[src/rtl/pipe_stage_elastic.sv]
// pipe_stage_elastic
//   Elastic pipeline stage register placed at each inter-stage boundary
//   (IF/ID, ID/EX, EX/MEM, MEM/WB). Carries a control field and a data
//   field under a valid/ready handshake. It has a synchronous flush and a
//   saturating stall counter.
//
//   Build option: define PIPE_STAGE_SKID_EN to add a skid register. With
//   the skid register, in_ready comes straight from a flop and the
//   combinational ready path across stages is broken. Without it, the
//   stage is a single register and in_ready = ~out_valid | out_ready.
//
// Parameters
//   CTRL_W  control-field width. Zeroed on flush and on bubble.
//   DATA_W  data-field width. Only RST clears it.
//   CNT_W   stall-counter width.
//
// Ports
//   CLK        in   rising-edge clock
//   RST        in   asynchronous active-low reset
//   CLR        in   synchronous flush. Takes priority over all transfers.
//   in_valid   in   upstream has a beat
//   in_ready   out  stage accepts a beat this cycle
//   in_ctrl    in   upstream control field
//   in_data    in   upstream data field
//   out_valid  out  stage holds a beat for downstream
//   out_ready  in   downstream accepts this cycle
//   out_ctrl   out  registered control. It is 0 whenever out_valid = 0.
//   out_data   out  registered data
//   occ        out  number of beats held (0..2; 2 only with skid)
//   stall_cnt  out  saturating count of cycles with out_valid & ~out_ready
module pipe_stage_elastic #(
  parameter int CTRL_W = 8,
  parameter int DATA_W = 96,
  parameter int CNT_W  = 16
) (
  input  logic              CLK,
  input  logic              RST,
  input  logic              CLR,
  input  logic              in_valid,
  output logic              in_ready,
  input  logic [CTRL_W-1:0] in_ctrl,
  input  logic [DATA_W-1:0] in_data,
  output logic              out_valid,
  input  logic              out_ready,
  output logic [CTRL_W-1:0] out_ctrl,
  output logic [DATA_W-1:0] out_data,
  output logic [1:0]        occ,
  output logic [CNT_W-1:0]  stall_cnt
);

  localparam logic [CNT_W-1:0] CNT_MAX = {CNT_W{1'b1}};
  localparam logic [CNT_W-1:0] CNT_ONE = {{(CNT_W-1){1'b0}}, 1'b1};

  // Main register M
  logic              m_valid_reg, m_valid_next;
  logic [CTRL_W-1:0] m_ctrl_reg,  m_ctrl_next;
  logic [DATA_W-1:0] m_data_reg,  m_data_next;
  logic [CNT_W-1:0]  stall_cnt_reg, stall_cnt_next;

  logic in_fire;
  logic out_fire;

  assign out_fire  = m_valid_reg & out_ready;
  assign in_fire   = in_valid & in_ready;
  assign out_valid = m_valid_reg;
  assign out_ctrl  = m_ctrl_reg;
  assign out_data  = m_data_reg;
  assign stall_cnt = stall_cnt_reg;

  // The stall counter saturates and ignores CLR.
  always_comb begin
    stall_cnt_next = stall_cnt_reg;
    if (m_valid_reg && !out_ready && (stall_cnt_reg != CNT_MAX))
      stall_cnt_next = stall_cnt_reg + CNT_ONE;
  end

`ifdef PIPE_STAGE_SKID_EN
  // Skid register S. It catches the beat that was accepted while M was
  // stalled, because in_ready was already registered high.
  logic              s_valid_reg, s_valid_next;
  logic [CTRL_W-1:0] s_ctrl_reg,  s_ctrl_next;
  logic [DATA_W-1:0] s_data_reg,  s_data_next;

  assign in_ready = ~s_valid_reg;
  assign occ      = {1'b0, m_valid_reg} + {1'b0, s_valid_reg};

  always_comb begin
    m_valid_next = m_valid_reg;
    m_ctrl_next  = m_ctrl_reg;
    m_data_next  = m_data_reg;
    s_valid_next = s_valid_reg;
    s_ctrl_next  = s_ctrl_reg;
    s_data_next  = s_data_reg;
    if (CLR) begin
      // Drop everything except the data payloads.
      m_valid_next = 1'b0;
      m_ctrl_next  = '0;
      s_valid_next = 1'b0;
      s_ctrl_next  = '0;
    end else if (s_valid_reg) begin
      // in_ready is low here, so the only move is S -> M on drain.
      if (out_fire) begin
        m_valid_next = 1'b1;
        m_ctrl_next  = s_ctrl_reg;
        m_data_next  = s_data_reg;
        s_valid_next = 1'b0;
        s_ctrl_next  = '0;
      end
    end else if (in_fire) begin
      if (!m_valid_reg || out_fire) begin
        m_valid_next = 1'b1;
        m_ctrl_next  = in_ctrl;
        m_data_next  = in_data;
      end else begin
        s_valid_next = 1'b1;
        s_ctrl_next  = in_ctrl;
        s_data_next  = in_data;
      end
    end else if (out_fire) begin
      // Bubble: control is cleared and data is kept.
      m_valid_next = 1'b0;
      m_ctrl_next  = '0;
    end
  end

  always_ff @(posedge CLK or negedge RST) begin
    if (!RST) begin
      s_valid_reg <= 1'b0;
      s_ctrl_reg  <= '0;
      s_data_reg  <= '0;
    end else begin
      s_valid_reg <= s_valid_next;
      s_ctrl_reg  <= s_ctrl_next;
      s_data_reg  <= s_data_next;
    end
  end
`else
  // Single register. Ready passes combinationally through the stage.
  assign in_ready = ~m_valid_reg | out_ready;
  assign occ      = {1'b0, m_valid_reg};

  always_comb begin
    m_valid_next = m_valid_reg;
    m_ctrl_next  = m_ctrl_reg;
    m_data_next  = m_data_reg;
    if (CLR) begin
      m_valid_next = 1'b0;
      m_ctrl_next  = '0;
    end else if (in_fire) begin
      m_valid_next = 1'b1;
      m_ctrl_next  = in_ctrl;
      m_data_next  = in_data;
    end else if (out_fire) begin
      m_valid_next = 1'b0;
      m_ctrl_next  = '0;
    end
  end
`endif

  always_ff @(posedge CLK or negedge RST) begin
    if (!RST) begin
      m_valid_reg   <= 1'b0;
      m_ctrl_reg    <= '0;
      m_data_reg    <= '0;
      stall_cnt_reg <= '0;
    end else begin
      m_valid_reg   <= m_valid_next;
      m_ctrl_reg    <= m_ctrl_next;
      m_data_reg    <= m_data_next;
      stall_cnt_reg <= stall_cnt_next;
    end
  end

endmodule

[config.mk]
export PLATFORM = sky130hd
export DESIGN_NAME = pipe_stage_elastic
export DESIGN_NICKNAME = d
export VERILOG_FILES = /design/src/rtl/pipe_stage_elastic.sv
export SDC_FILE = /design/constraint.sdc
export NUM_CORES = 1
export LEC_CHECK = 0
export CORE_MARGIN = 1.5
export CORE_UTILIZATION = 43
export CTS_CLUSTER_DIAMETER = 100
export DETAILED_ROUTE_END_ITERATION = 6
export PLACE_DENSITY_LB_ADDON = 0.1
export SLEW_MARGIN = 20
export SYNTH_ARGS = -nofsm -noshare
export SYNTH_HDL_FRONTEND = slang
export SYNTH_SLANG_ARGS = --single-unit
[constraint.sdc]
create_clock -name CLK -period 2.5 [get_ports CLK]
set_input_delay 0.5 -clock CLK [delete_from_list [all_inputs] [get_ports CLK]]
set_output_delay 0.5 -clock CLK [all_outputs]
set_load 0.02 [all_outputs]
==> flow_summary.toml <==
[pwr]
seqPwrFrac_pct = 36.1
ir_worst_vdd_uv = 523
powerDensity_nw_per_um2 = 863
p_int_mw = 5.04
power_switching_mw = 1.81
clockPowerShare_pct = 38.7
p_leak_nw = 3.37
swShare_pct = 26.4
comb_power_share_pct = 25.2

[timing]
rsz0062_at_grt = "no"
fin_setup_tns_ns = 0
whs_ns = 0.503
setup_ws_ns = 0.193
clock.fmax_mhz = 433
fin_skew_ns = 0.00392
finalHoldViolations = 0
relSlewSlack_pct = 60.8
tightest_slew_ns = 0.584
period_share_pct = 92.3
finalSetupViolations = 0
drv_slew = 0
fin_crit_ns = 2.31

[clocking]
clock_latency_ns = 0.51
clock-sinks = 121
ctsLongestPathBuffers = 2
cts_htree_levels = 4
path_clk_slew_ns = 0.06
numCtsBuffers = 17
clockRootBuffer = "clkbuf_8"
cts_tree = "done"

[grt]
grt-ovfl-total = 0
grt_max_degree = 53
grt_use_total_pct = 21.6
grt_pass1_wl_mm = 18.6
grt_pass1_vias = 3633
antenna_found_initial = 0

[setup_path]
critPathSlowestCell = "clkdlybuf4s50_1"
cpPeakStageDelay_ns = 0.62
cp_data_required_time_ns = 2.00
cp.arrival_ns = 1.81
end_kind = "output port"
crit_buf_inv = 3
critPathMostFrequentCell = "clkdlybuf4s50_1"
cp_top_family = "buffers and inverters"
crit_path_cell_trace = "clkdlybuf4s50_1, nor2b_4, inv_2, clkdlybuf4s50_1"
start_kind = "input port"
worstSetupPathType = "input port to output port"
cp_max_fo = 8

[run]
cap_violations = 0

[drt]
antenna_left = 0
routedWlPerCell_microns = 17.3
via_per_inst = 4.89
vias = 3426
drtPass1Iterations = 4
drc = 0
drt_iter0_drc = 112
wl_mm = 12.1

[die]
io_pins = 233
die_area_sq_um = 11600
row_count = 38
start_util_pct = 43.8
die_y_microns = 108
die_width_microns = 108
core_sq_um = 10800

[placed_design]
numPortBuffers = 231
dp_hpwl_mm = 8.84
finalWeightedCongestion = 0.799
dp_slack_ns = 0.191

[logic_synthesis]
syn_area_sq_um = 4720
synth-seq-area-share_pct = 64.1
syn_avg_cell_area_sq_um = 15.8
synth_nets = 409
ys_types = 30
syn-instance-count = 299
yosys_warnings = 0
synth_seq_cells = 121

[hold_path]
min_path_type = "flip-flop to flip-flop"

[layout]
multi_input_area_sq_um = 1620
fillCellCount = 756
syn_to_final_growth_pct = 68.3
final_nets = 658
largest_register_ff_count = 96
antenna-diode-count = 0
drive_above_1_share_pct = 27.5
seqCellArea_sq_um = 3030

[outcome]
status = "completed"
-- power by group through the flow --
stage          clock (mW)  sequential [mW]  combinational [mW]
2_1_floorplan           0             2.88               0.366
3_3_place_gp            0             2.49                1.71
3_5_place_dp            0             2.51                1.73
4_1_cts              2.71             2.48                1.75
5_1_grt              2.80             2.53                1.82
6_report             2.65             2.48                1.73
-- routing by layer --
metal	vias up	wire (microns)	GRT usage [%]
li1	1568	-	-
met1	1704	4590	23.2
met2	143	6210	36.9
met3	11	1140	10.7
met4	0	151	7.14
met5	-	0	0
-- per-stage QoR --
stage / utilization (%) / cells / instance area, sq um / total power, mW
2_1_floorplan: - / 299 / 4720 / 3.25
3_3_place_gp: 67.6 / 668 / 7290 / 4.20
3_5_place_dp: 67.6 / 668 / 7290 / 4.24
4_1_cts: 73.6 / 701 / 7950 / 6.94
5_1_grt: 73.6 / 701 / 7950 / 7.15
6_report: 73.6 / 701 / 7950 / 6.85
-- path summary, 6_finish.rpt --
kind / to / cells after the start / slack (ns) / start
max in group asynchronous: out_data[20] / 3 / 1.29 / RST
worst max register to register: stall_cnt[1] / 5 / 0.59 / stall_cnt[0]
worst min-delay path: out_data[92] / 1 / 0.50 / out_data[92]
worst min register to register: out_data[92] / 1 / 0.50 / out_data[92]
worst max-delay path: in_ready / 4 / 0.19 / out_ready
min in group asynchronous: out_ctrl[2] / 2 / 0.53 / RST
-- layout by cell type, fill, tap and decap left out, drive strengths merged, types with 5 or more instances in the layout --
master,instances
nor3,8
dfrtp,121
a22o,8
nand2,5
bufinv,6
xor2,14
clkdlybuf4s50,230
nor2,6
mux2,98
clkinv,5
clkbuf,18
buf,13
-- synth_stat cells --
cell      number  area [sq um]
or3b_4         1          11.3
or2_2          1          6.26
and4_1         2          17.5
nor3_1         8          40.0
buf_4          2          15.0
nor2_1         5          18.8
mux2_2        97          1090
a22o_1         8          70.1
nor3b_1        2          15.0
nand4_2        1          12.5
mux2_4         1          15.0
dfrtp_1      121          3030
inv_2          1          3.75
nand3_1        4          20.0
a21oi_1        1          5.00
clkbuf_2       1          5.00
nor3b_2        1          12.5
xor2_1        14           123
nor4_4         1          21.3
conb_1         1          3.75
nor4_2         2          25.0
or2_0          1          6.26
nor2b_4        1          13.8
nor2_2         1          6.26
buf_2         11          55.1
nor4b_2        1          15.0
nand2_1        5          18.8
nand4_1        2          12.5
ha_1           1          12.5
nand4_4        1          21.3
-- layout make-up --
cell class                      count  share of cell area [%]
Multi-Input combinational cell    163                    20.4
Clock buffer                       18                    5.26
Clock inverter                     14                    2.87
Tap cell                          140                    2.20
Timing Repair Buffer              244                    31.1
Inverter                            1                  0.0472
Sequential cell                   121                    38.1
-- logic make-up (layout without fill, tap and decap cells) --
logic type | count (synthesis) | in the layout | share of synthesized area (%)
buf+inv | 15 | 277 | 1.67
other cells | 1 | 1 | 0.0794
fa+ha+maj | 1 | 1 | 0.265
compound gates | 9 | 9 | 1.59
flops | 121 | 121 | 64.1
mux | 98 | 98 | 23.4
simple gates | 40 | 40 | 6.23
xor+xnor | 14 | 14 | 2.60
-- what timing repair did --
action / 4_1_cts / 5_1_grt
hold buffers: 1 / 0
setup endpoints to repair: 0 / 0
setup buffers: 0 / 0
hold endpoints to repair: 41 / 0
resized for setup: 0 / 0
(Power assumes the default switching activity.)
